$ cat src/rtl/pc_fetch_if.sv
// Fetch-stage bundle: next-PC input, instruction-memory handshake and PC/instruction outputs.
// master = pc_fetch side, slave = surrounding pipeline / memory side.
interface pc_fetch_if;
  logic [31:0] next_pc;
  logic        stall;
  logic        imem_req;
  logic [31:0] imem_addr;
  logic        imem_ack;
  logic [31:0] imem_rdata;
  logic [31:0] pc;
  logic [31:0] pc_Add4;
  logic [31:0] instruction;
  logic        inst_valid;
  logic [31:0] fetch_cnt;
  logic        addr_err;

  modport master (
    input  next_pc, stall, imem_ack, imem_rdata,
    output imem_req, imem_addr, pc, pc_Add4, instruction, inst_valid, fetch_cnt, addr_err
  );

  modport slave (
    output next_pc, stall, imem_ack, imem_rdata,
    input  imem_req, imem_addr, pc, pc_Add4, instruction, inst_valid, fetch_cnt, addr_err
  );
endinterface

$ cat src/rtl/pc_fetch.sv
// Instruction fetch stage: holds the PC, issues one memory read per instruction, latches the word.
// Optional FETCH_ALIGN_CHK_EN: a misaligned next_pc on advance traps into a sticky error state.
module pc_fetch #(
  parameter logic [31:0] RESET_PC = 32'h0000_3000
) (
  input logic        clk,
  input logic        reset,
  pc_fetch_if.master bus
);

  typedef enum logic [1:0] {
    S_IDLE,
    S_REQ,
    S_VALID,
    S_ERR
  } state_t;

  state_t      state, state_nxt;
  logic [31:0] pc_q, pc_nxt;
  logic [31:0] instr_q, instr_nxt;
  logic        valid_q, valid_nxt;
  logic [31:0] cnt_q, cnt_nxt;
  logic        aerr_q, aerr_nxt;
  logic        misaligned;

`ifdef FETCH_ALIGN_CHK_EN
  assign misaligned = (bus.next_pc[1:0] != 2'b00);
`else
  assign misaligned = 1'b0;
`endif

  always_ff @(posedge clk) begin
    if (!reset) begin
      state   <= S_IDLE;
      pc_q    <= RESET_PC;
      instr_q <= '0;
      valid_q <= 1'b0;
      cnt_q   <= '0;
      aerr_q  <= 1'b0;
    end else begin
      state   <= state_nxt;
      pc_q    <= pc_nxt;
      instr_q <= instr_nxt;
      valid_q <= valid_nxt;
      cnt_q   <= cnt_nxt;
      aerr_q  <= aerr_nxt;
    end
  end

  always_comb begin
    state_nxt = state;
    pc_nxt    = pc_q;
    instr_nxt = instr_q;
    valid_nxt = valid_q;
    cnt_nxt   = cnt_q;
    aerr_nxt  = aerr_q;
    unique case (state)
      S_IDLE: state_nxt = S_REQ;
      S_REQ: begin
        if (bus.imem_ack) begin
          instr_nxt = bus.imem_rdata;
          valid_nxt = 1'b1;
          state_nxt = S_VALID;
        end
      end
      S_VALID: begin
        if (!bus.stall) begin
          valid_nxt = 1'b0;
          if (misaligned) begin
            aerr_nxt  = 1'b1;
            state_nxt = S_ERR;
          end else begin
            // Low bits forced to zero so the PC stays word aligned even without checking.
            pc_nxt    = {bus.next_pc[31:2], 2'b00};
            cnt_nxt   = cnt_q + 32'd1;
            state_nxt = S_REQ;
          end
        end
      end
      S_ERR: valid_nxt = 1'b0;
      default: state_nxt = S_IDLE;
    endcase
  end

  assign bus.imem_req    = (state == S_REQ);
  assign bus.imem_addr   = pc_q;
  assign bus.pc          = pc_q;
  assign bus.pc_Add4     = pc_q + 32'd4;
  assign bus.instruction = instr_q;
  assign bus.inst_valid  = valid_q;
  assign bus.fetch_cnt   = cnt_q;
`ifdef FETCH_ALIGN_CHK_EN
  assign bus.addr_err    = aerr_q;
`else
  assign bus.addr_err    = 1'b0;
`endif

endmodule

$ cat src/flat_wrapper.sv
// flat-port wrapper written by rule: the top's interface ports become plain ports
module pc_fetch_flat 
#(
  parameter logic [31:0] RESET_PC = 32'h0000_3000
)
  (clk, reset, bus_next_pc, bus_stall, bus_imem_ack, bus_imem_rdata, bus_imem_req, bus_imem_addr, bus_pc, bus_pc_Add4, bus_instruction, bus_inst_valid, bus_fetch_cnt, bus_addr_err);
  pc_fetch_if bus_i ();
  input logic clk;
  input logic reset;
  input wire logic [$bits(bus_i.next_pc)-1:0] bus_next_pc;
  input wire logic [$bits(bus_i.stall)-1:0] bus_stall;
  input wire logic [$bits(bus_i.imem_ack)-1:0] bus_imem_ack;
  input wire logic [$bits(bus_i.imem_rdata)-1:0] bus_imem_rdata;
  output wire logic [$bits(bus_i.imem_req)-1:0] bus_imem_req;
  output wire logic [$bits(bus_i.imem_addr)-1:0] bus_imem_addr;
  output wire logic [$bits(bus_i.pc)-1:0] bus_pc;
  output wire logic [$bits(bus_i.pc_Add4)-1:0] bus_pc_Add4;
  output wire logic [$bits(bus_i.instruction)-1:0] bus_instruction;
  output wire logic [$bits(bus_i.inst_valid)-1:0] bus_inst_valid;
  output wire logic [$bits(bus_i.fetch_cnt)-1:0] bus_fetch_cnt;
  output wire logic [$bits(bus_i.addr_err)-1:0] bus_addr_err;
  assign bus_i.next_pc = bus_next_pc;
  assign bus_i.stall = bus_stall;
  assign bus_i.imem_ack = bus_imem_ack;
  assign bus_i.imem_rdata = bus_imem_rdata;
  assign bus_imem_req = bus_i.imem_req;
  assign bus_imem_addr = bus_i.imem_addr;
  assign bus_pc = bus_i.pc;
  assign bus_pc_Add4 = bus_i.pc_Add4;
  assign bus_instruction = bus_i.instruction;
  assign bus_inst_valid = bus_i.inst_valid;
  assign bus_fetch_cnt = bus_i.fetch_cnt;
  assign bus_addr_err = bus_i.addr_err;
  pc_fetch #(.RESET_PC(RESET_PC)) u_core (.clk(clk), .reset(reset), .bus(bus_i));
endmodule
$ cat config.mk
export PLATFORM = sky130hd
export DESIGN_NAME = pc_fetch_flat
export DESIGN_NICKNAME = d
export VERILOG_FILES = /design/src/rtl/pc_fetch_if.sv /design/src/rtl/pc_fetch.sv /design/src/flat_wrapper.sv
export SDC_FILE = /design/constraint.sdc
export NUM_CORES = 1
export LEC_CHECK = 0
export CORE_ASPECT_RATIO = 1.25
export CORE_MARGIN = 2
export CORE_UTILIZATION = 40
export CTS_BUF_LIST = sky130_fd_sc_hd__clkbuf_4 sky130_fd_sc_hd__clkbuf_8
export DETAILED_ROUTE_END_ITERATION = 10
export DONT_BUFFER_PORTS = 1
export HOLD_SLACK_MARGIN = 0.12
export PLACE_DENSITY = 0.5
export SKIP_LAST_GASP = 1
export SLEW_MARGIN = 5
export SYNTH_ARGS = -nofsm -noshare
export SYNTH_HDL_FRONTEND = slang
export SYNTH_SLANG_ARGS = --single-unit
$ cat constraint.sdc
create_clock -name clk -period 3.3 [get_ports clk]
set_clock_uncertainty 0.2 [all_clocks]
set_input_delay 0.66 -clock clk [delete_from_list [all_inputs] [get_ports clk]]
set_output_delay 0.66 -clock clk [all_outputs]
set_load 0.03 [all_outputs]
==> After elaboration in Yosys (flattened, before gate mapping) <==
Cells that the tools add are included.
{ "word_totals": {"regBits": 97, "in_bits": 68, "elab_cells": 26} }
{ "classes": {"n_addsub": 2, "n_eq_ne": 5, "n_mux": 6, "n_bitwise": 1, "n_reduce_logical": 7} }
{ "ops": {"columns": ["cell", "n"], "rows": [
  ["adder 32 x 1 -> 32 bit (second input constant)", 1],
  ["adder 32 x 3 -> 32 bit (second input constant)", 1],
  ["case mux 2 bit (3 select lines)", 1],
  ["AND reduction 3 bit", 2],
  ["nonzero test 3 bit", 2],
  ["equality test 2 bit (second input constant)", 2],
  ["two-way mux 2 bit", 2],
  ["inequality test 2 bit (second input constant)", 2],
  ["AND reduction 2 bit", 2],
  ["case mux 1 bit (3 select lines)", 1],
  ["equality test 2 x 1 -> 1 bit (second input constant)", 1],
  ["logical NOT 2 bit", 1],
  ["two-way mux 1 bit", 2],
  ["inverter 1 bit", 1]
]} }

==> Logic depth before layout (Yosys ltp) <==
{ "depth": {"ltp_word": 3, "mapped_depth": 6, "mapped_depth_nobuf": 5} }

==> Worst setup path before layout <==
Ideal clock, no wire load.
{ "synth_path": {"path_kind": "flip-flop to output port", "start": "register u_core.pc_q[2], in the netlist u_core.bus.imem_addr[2]", "end": "output port bus_pc_Add4[26]", "arrival_ns": 2.176, "setup_slack_ns": 0.264, "stages_incl_launch_ff": 6, "path_cell_list": "dfxtp_1 -> ha_1 -> nand3_1 -> nor4_2 -> nand4_1 -> xnor2_1"} }
{ "synth_via": {"elab_chain_len": 1} }
{ "synth_lines": {"columns": ["element", "line_no", "rtl"], "rows": [
  ["start: declaration", "pc_fetch.sv:19", "logic [31:0] pc_q, pc_nxt;"],
  ["start signal: assignment", "pc_fetch.sv:42", "pc_q <= pc_nxt;"],
  ["adder 32 x 3 -> 32 bit", "pc_fetch.sv:88", "assign bus.pc_Add4 = pc_q + 32'd4;"],
  ["end: declaration", "flat_wrapper.sv:17", "output wire logic [$bits(bus_i.pc_Add4)-1:0] bus_pc_Add4;"]
]} }
Every way passes these cells.

==> Final worst setup path <==
{ "layout_path": {"start": "register u_core.pc_q[4], in the netlist u_core.bus.imem_addr[4]", "end": "output port bus_pc_Add4[31]"} }
The elaborated chain is that of the path after synthesis.

==> out/results.ini <==
[routing]
vias_per_cell=5.43
wirelength_um=12000
firstDrtPassIters=4
drc=0
drtAntennaViolNets=0
dr.first_iter.drc_count=144
wl_per_cell_um=16.3
vias=4011

[yosys]
synth_edf_count=0
seq_area_frac_synth_pct=42.2
syn_avg_cell_area_sq_um=7.82
ys_warn_count=0
synth_cell_types=36
ys.flop_type=dfxtp_1
netlist_area_sq_mm=0.00460
netlist_top_cells_area=dfxtp_1 (42%), nand2_1 (12%), a21oi_1 (8.7%)
synth_top_area_cell=dfxtp_1
synth_seq_cells=97
netlist_instances=588
synth_top_area_share_pct=42.2
postSynth.asyncResetShare_pct=0

[setup_path]
cpPeakStageDelay_ns=0.59
startpoint_type=flop
crit_chain=nand4_1 > nor4_2 > buf_4 > nand4_1 > xnor2_1 > buf_4
crit_fanout=8
cp_top_family=simple AND/OR/NAND/NOR gates
cp_num_buf_inv=2
cp-end-kind=primary output
reg2reg_depth=4
cpMaxStageDelayCell=dfxtp_1
critPathKind=reg -> out
cp.arrival_ns=2.27
worst_ep_required_time_ns=2.44
path_depth=6

[cells_and_area]
drive_gt1_share_pct=14.9
final_area_sq_mm=0.00508
final_nets=669
multiInputGateArea_sq_mm=0.00226
nFillCells=1131
regArea_sq_mm=0.00194
n_antenna_cell=0
final_cells=739
syn_to_final_growth_pct=10.5

[place]
place.gp.congestion=0.839
place_area_sq_mm=0.00489
hpwl_um=8510
io_buffers=0
dp_slack_ns=0.521
dp_cells=723

[clock_tree]
cts-resized-gates=0
cts_tree=yes
root_buffer=clkbuf_8
clk_pin_slew_ns=0.10
htree_levels=3
cts_made_buffers=9
postCtsSetupRepairBufs=0
clockBufferDepth=2
clk_latency_ns=0.35
cts_hold_buf=0
cts_sinks=97

[sta]
max_freq_mhz=319
rsz0062_at_grt=no
maxSlewHeadroom_pct=53.1
post-route-min-period_ns=3.13
hold_viol_final=0
slew_violations=0
layout_setup_ws_ns=0.168
setup_viol=0
finalCritPeriodShare_pct=94.9
worstMarginPinSlew_ns=0.698
tns_ns=0

[global_routing]
grt-ovfl-total=0
grt_pass1_vias=3687
grtUsageTotal_pct=18.5
antenna_found_initial=0
grt_max_degree=70
grt_pass1_wl_um=18200

[hold_path]
hold_depth=1
hold_path.class=in -> reg

[power_and_ir_drop]
power_mw=2.20
ir_worst_vdd_uv=212
power_density_mw_per_mm2=433
p_leak_nw=1.81

[floorplan]
die-area_sq_mm=0.0124
row_count=43
die_w_um=99.9
coreArea_sq_mm=0.0111
top_level_ports=231
die_y_um=124
start_util_pct=41.3

[run_status]
status=complete, no violations

[run]
drv_cap=0

power breakdown:
part           switching, mW  internal [mW]
Clock                  0.413          0.336
Combinational          0.140         0.0501
Sequential            0.0618           1.20
synth_stat cells (3+ instances only):
library cell  instances
or4_1                11
or2_2                 3
nor2_1               18
dfxtp_1              97
nand4_1              22
inv_1                 6
clkbuf_1             29
buf_1                 3
o31ai_1              10
xnor2_1              26
or3_1                 7
o21ai_0               9
and3_1               14
xor2_1               12
nand2_1             146
buf_4                37
and4_1                6
nand3_1              24
a21oi_1              80
nor4_1                5
metal layers:
metal | track usage (%) | vias to the layer above | wire [um]
met2 | 33.5 | 157 | 5970
met4 | 5.22 | 0 | 146
met1 | 20.6 | 1848 | 4880
li1 | - | 1994 | -
met3 | 6.51 | 12 | 1020
met5 | 0 | - | 0
registers in the layout, summed over array words and instances, names as in the netlist:
register / count
u_core.bus.fetch_cnt: 32
u_core.bus.instruction: 32
u_core.bus.imem_addr: 30
u_core.state: 2
u_core.bus.inst_valid: 1
cells by family after synthesis:
group                      share of synthesized area (%)
adders and majority gates                          0.544
DFF                                                 42.2
AOI/OAI and AO/OA                                   12.2
muxes                                              0.435
buffers and inverters                               9.44
xor gates and xnor gates                            7.23
other                                             0.0815
and+or+nand+nor                                     27.8
worst paths after layout:
kind	to	start	slack (ns)
worst max-delay path	bus_pc_Add4[31]	u_core.bus.imem_addr[4]	0.17
worst min register to register	u_core.bus.imem_addr[5]	u_core.bus.imem_addr[5]	0.33
worst max register to register	u_core.bus.fetch_cnt[25]	u_core.bus.fetch_cnt[5]	0.89
worst min-delay path	u_core.bus.imem_addr[13]	reset	0.18
through the flow:
stage	util, %	hold WS (ns)
after floorplan	-	0.312
after global placement	43.9	0.309
after detailed placement	43.9	0.318
after CTS	45.6	0.165
after global routing	45.6	0.147
final	45.6	0.185
layout by cell type (no fill, tap or decap), types with 11 or more instances in the layout:
cell | netlist | routed
nand3_1 | 24 | 24
xnor2_1 | 26 | 26
a21oi_1 | 80 | 80
clkbuf_8 | 0 | 11
buf_4 | 37 | 64
dfxtp_1 | 97 | 97
xor2_1 | 12 | 12
nand2_1 | 146 | 146
or4_1 | 11 | 11
nand4_1 | 22 | 22
nor2_1 | 18 | 17
and3_1 | 14 | 14
cell type report:
class	instances	area share [%]
Multi-Input combinational cell	419	44.4
Clock buffer	13	3.27
Tap cell	135	3.32
Inverter	7	0.517
Clock inverter	3	0.468
Sequential cell	97	38.2
Timing Repair Buffer	65	9.84
Power figures use the tool's default switching activity.
==> variant 1: new RTL, same flow settings <==
`instr_q` no longer has a reset.
--- a/src/rtl/pc_fetch.sv
+++ b/src/rtl/pc_fetch.sv
@@ -35,3 +35,2 @@
       pc_q    <= RESET_PC;
-      instr_q <= '0;
       valid_q <= 1'b0;
@@ -42,3 +41,2 @@
       pc_q    <= pc_nxt;
-      instr_q <= instr_nxt;
       valid_q <= valid_nxt;
@@ -47,2 +45,6 @@
     end
+  end
+
+  always_ff @(posedge clk) begin
+    instr_q <= instr_nxt;
   end
Function: differs if reset is asserted again (counterexample within 4 cycles, from zero or initial values and one cycle with reset low); with reset held inactive, the same outputs for 4 cycles.
==> variant 1 against the unedited design <==
- non-clock buffer count down 2
- total power increased by 6.1%
- design area fell by 2.6%
- sequential cell count unchanged
- core utilization rose by 0.75 points
- cell count down 15%
- wire length is 6.0% lower
- area after synthesis fell by 3.7%
- worst setup slack better by 33 ps
- critical endpoint is now bus_pc_Add4[24]
- largest power group unchanged
- highest routed layer unchanged
==> variant 1: results (changes against the unedited design) <==
[placed_design]
placedCellCount = 613  ; -15%
dp_slack_ps = 301  ; -219 ps
gp_congestion = 0.819  ; -2.4%
place_area_sq_um = 4730  ; -3.4%
portBuffers = 0  ; unchanged
hpwl_microns = 8070  ; -5.2%

[hold_path]
min_from = reset

[yosys]
synth_edf_count = 32  ; +32
ys_seq_area_share_pct = 51.1  ; +8.9 points
async_flop_share_pct = 0  ; unchanged
synth_area_leaders = dfxtp_1 (29%), edfxtp_1 (22%), nand2_1 (6.8%), buf_4 (6.3%), a21oi_1 (5.8%)
synth_cell_type_count = 39  ; +8.3%
synth_common_cells = nand2_1 (80), dfxtp_1 (65), a21oi_1 (51)
syn_inst = 472  ; -20%
synth_ff_type = dfxtp_1

[layout]
final_util_pct = 46.4  ; +0.75 points
drive_gt1_share_pct = 16.9  ; +2.0 points
fillers = 1029  ; -9.0%
diodes = 0  ; unchanged
finalNetCount = 562  ; -16%

[worst_setup_path]
rr_endpoint = u_core.bus.fetch_cnt[27]$_SDFFE_PN0P_
r2r_slack_ps = 550  ; -340 ps
rr_startpoint = u_core.state[1]$_SDFFE_PN0P_
worstRegToRegCells = 5  ; +1
cp.arrival_ps = 2240  ; -30 ps
critPathMaxFanout = 9  ; +1

[route]
wl_met1_microns = 4530  ; -7.0%
wire_per_inst_microns = 18.0  ; +10%
wl_met3_microns = 851  ; -16%
via_per_inst = 5.46  ; +0.56%
drt_iter0_drc = 87  ; -40%
wl_met2_microns = 5700  ; -4.6%
vias = 3433  ; -14%

[grt]
grt_pass1_vias = 3342  ; -9.4%
use_met3_pct = 6.02  ; -0.49 points
grtUsageMet2_pct = 32.3  ; -1.2 points
grt.total_usage_pct = 18.5  ; about the same
use_met1_pct = 21.3  ; +0.70 points
grt_max_degree = 60  ; -14%
grt_pass1_wl_microns = 17600  ; -3.5%

[power]
peakVddDrop_uv = 239  ; +13%
leakage_nw = 1.69  ; -6.6%

[timing]
relSlewSlack_pct = 27.7  ; -25 points
hold_slack_ps = 180  ; -5.28 ps

[clocking]
cts_resized = 0  ; unchanged
cts_buffers = 9  ; unchanged

[status]
status = finished clean

==> variant 1: worst max-delay path, cell delays in order (launching register included) <==
cell and delay (ps):
dfxtp_1 610, nand4_1 320, nor4_2 230, buf_4 220
nand3_1 100, xnor2_1 210, buf_4 200
==> variant 1: worst max-delay path by stage <==
stage | start | end | slack, ps | depth (start not counted)
after detailed placement | bus_stall | u_core.bus.fetch_cnt[27]$_SDFFE_PN0P_ | 300 | 5
after global routing | u_core.bus.imem_addr[4]$_SDFFE_PN0P_ | bus_pc_Add4[21] | 50 | 6
final | u_core.bus.imem_addr[4]$_SDFFE_PN0P_ | bus_pc_Add4[24] | 200 | 6
after floorplan | u_core.bus.imem_addr[2]$_SDFFE_PN0P_ | bus_pc_Add4[18] | 170 | 5
after CTS | u_core.bus.imem_addr[4]$_SDFFE_PN0P_ | bus_pc_Add4[21] | 130 | 6
after global placement | bus_stall | u_core.bus.fetch_cnt[27]$_SDFFE_PN0P_ | 300 | 5
==> variant 1: power breakdown <==
group | switching (mW) | internal, mW
clock | 0.420 | 0.439
combinational | 0.118 | 0.0349
sequential | 0.0552 | 1.27
==> variant 1: kinds of logic (layout without fill, tap and decap cells) <==
group	Yosys count	in the layout	share of synthesized area, %
AO/OA/AOI/OAI	79	79	10.1
XOR/XNOR	36	36	7.12
adder cells (fa/ha/maj)	2	2	0.565
buffers and inverters	72	91	9.46
flip-flops	97	97	51.1
multiplexers	1	1	0.226
other	1	7	0.0846
AND/OR/NAND/NOR	184	184	21.4
==> variant 1: cell type report <==
type / instances / share of cell area [%]
tap: 132 / 3.34
timing repair buffer: 63 / 9.56
clock buffer: 10 / 2.65
sequential: 97 / 45.7
multi-input combinational: 309 / 36.0
clock inverter: 6 / 1.82
inverter: 12 / 0.910
==> variant 2: new RTL, same flow settings <==
Without the edit above. Build with the macro `FETCH_ALIGN_CHK_EN` defined.
--- a/src/rtl/pc_fetch.sv
+++ b/src/rtl/pc_fetch.sv
@@ -2,2 +2,4 @@
 // Optional FETCH_ALIGN_CHK_EN: a misaligned next_pc on advance traps into a sticky error state.
+`define FETCH_ALIGN_CHK_EN
+
 module pc_fetch #(
Formal check against the unedited RTL: not equivalent (a bounded check fails within 4 cycles, from zero or initial values and one cycle with reset low).
==> variant 2 against the unedited design <==
- design area is 1.5% higher
- synthesized cell count is 1.7% higher
- critical path type unchanged
- non-clock buffer count is 2 higher
- critical endpoint is now bus_pc_Add4[16]
- worst setup slack improved by 130 ps
- total power shrank 0.12%
- sequential cell count grew 1
- area after synthesis rose by 1.4%
- largest power group unchanged
- wire length grew 3.3%
==> variant 2: results (changes against the unedited design) <==
[route]
vias = 4083  ; +1.8%
drt_iter0_drc = 138  ; -4.2%
wl_met3_microns = 1140  ; +13%
wl_met1_microns = 4980  ; +2.2%
wl_microns = 12400  ; +3.3%
wire_per_inst_microns = 16.5  ; +1.3%
first_pass_iters = 5  ; +1

[placed_design]
placedCellCount = 738  ; +2.1%
hpwl_microns = 8890  ; +4.4%
dp_slack_ps = 373  ; -148 ps
place_area_sq_um = 4950  ; +1.2%

[yosys]
syn_inst = 598  ; +1.7%
synthXorXnorAreaFrac_pct = 6.57  ; -0.66 points
synthMuxAreaShare_pct = 0.215  ; -0.22 points
synth_common_cells = nand2_1 (143), dfxtp_1 (98), a21oi_1 (88)
yosys.area_share.adder_pct = 1.88  ; +1.3 points
ys_seq_area_share_pct = 42.1  ; -0.14 points
synth_compound_area_share_pct = 13.4  ; +1.2 points
synth_area_leaders = dfxtp_1 (42%), nand2_1 (12%), a21oi_1 (9.4%), buf_4 (5.8%), xnor2_1 (5.3%)
synth_cell_type_count = 34  ; -5.6%

[grt]
use_met3_pct = 6.90  ; +0.39 points
grtUsageMet2_pct = 34.0  ; +0.46 points
grt_pass1_wl_microns = 19800  ; +8.4%
use_met1_pct = 22.0  ; +1.4 points

[worst_setup_path]
r2r_slack_ps = 470  ; -420 ps
rr_startpoint = u_core.state[0]$_SDFFE_PN0P_
cp.arrival_ps = 2140  ; -130 ps

[power]
leakage_nw = 1.80  ; -0.80%
power_switching_mw = 0.575  ; -6.5%
peakVddDrop_uv = 189  ; -11%

[timing]
tightest_slew_ps = 782  ; +83.5 ps
hold_slack_ps = 162  ; -22.6 ps

[floorplanning]
num_rows = 44  ; +2.3%

[status]
status = finished clean

[layout]
finalNetCount = 686  ; +2.5%
fillers = 1170  ; +3.4%

## variant 2: area by class of cell
class                           count  area [sq um]  share of cell area (%)
Multi-Input combinational cell    421          2260                    43.8
Sequential cell                    98          1960                    38.0
Timing Repair Buffer               67           503                    9.75
Tap cell                          138           173                    3.35
Clock buffer                       11           145                    2.81
Clock inverter                      5          61.3                    1.19
Inverter                           14          52.6                    1.02
## variant 2: power groups by stage
stage / Combinational, mW / Sequential (mW) / Clock, mW
2_1_floorplan: 0.0945 / 1.29 / 0
3_3_place_gp: 0.109 / 1.29 / 0
3_5_place_dp: 0.112 / 1.29 / 0
4_1_cts: 0.113 / 1.27 / 0.846
5_1_grt: 0.126 / 1.27 / 0.894
6_report: 0.112 / 1.27 / 0.820
## variant 2: worst max-delay path by stage
stage	slack, ps	endpoint	startpoint	cells past startpoint
finish	300	bus_pc_Add4[16]	u_core.bus.imem_addr[3]$_SDFFE_PN0P_	6
global route	90	bus_pc_Add4[16]	u_core.bus.imem_addr[3]$_SDFFE_PN0P_	6
CTS	230	bus_pc_Add4[26]	u_core.bus.imem_addr[3]$_SDFFE_PN0P_	6
detailed placement	370	u_core.bus.fetch_cnt[15]$_SDFFE_PN0P_	bus_next_pc[1]	4
global placement	410	u_core.bus.fetch_cnt[15]$_SDFFE_PN0P_	bus_next_pc[1]	4
floorplan	10	bus_pc_Add4[26]	u_core.bus.imem_addr[6]$_SDFFE_PN0P_	4
## variant 2: critical path, cell delays in order, from the launching register on
cell and delay, ps:
dfxtp_1 350, ha_1 190, nand3_1 230, nor4_1 500
nand3_1 170, xnor2_1 160, buf_4 180
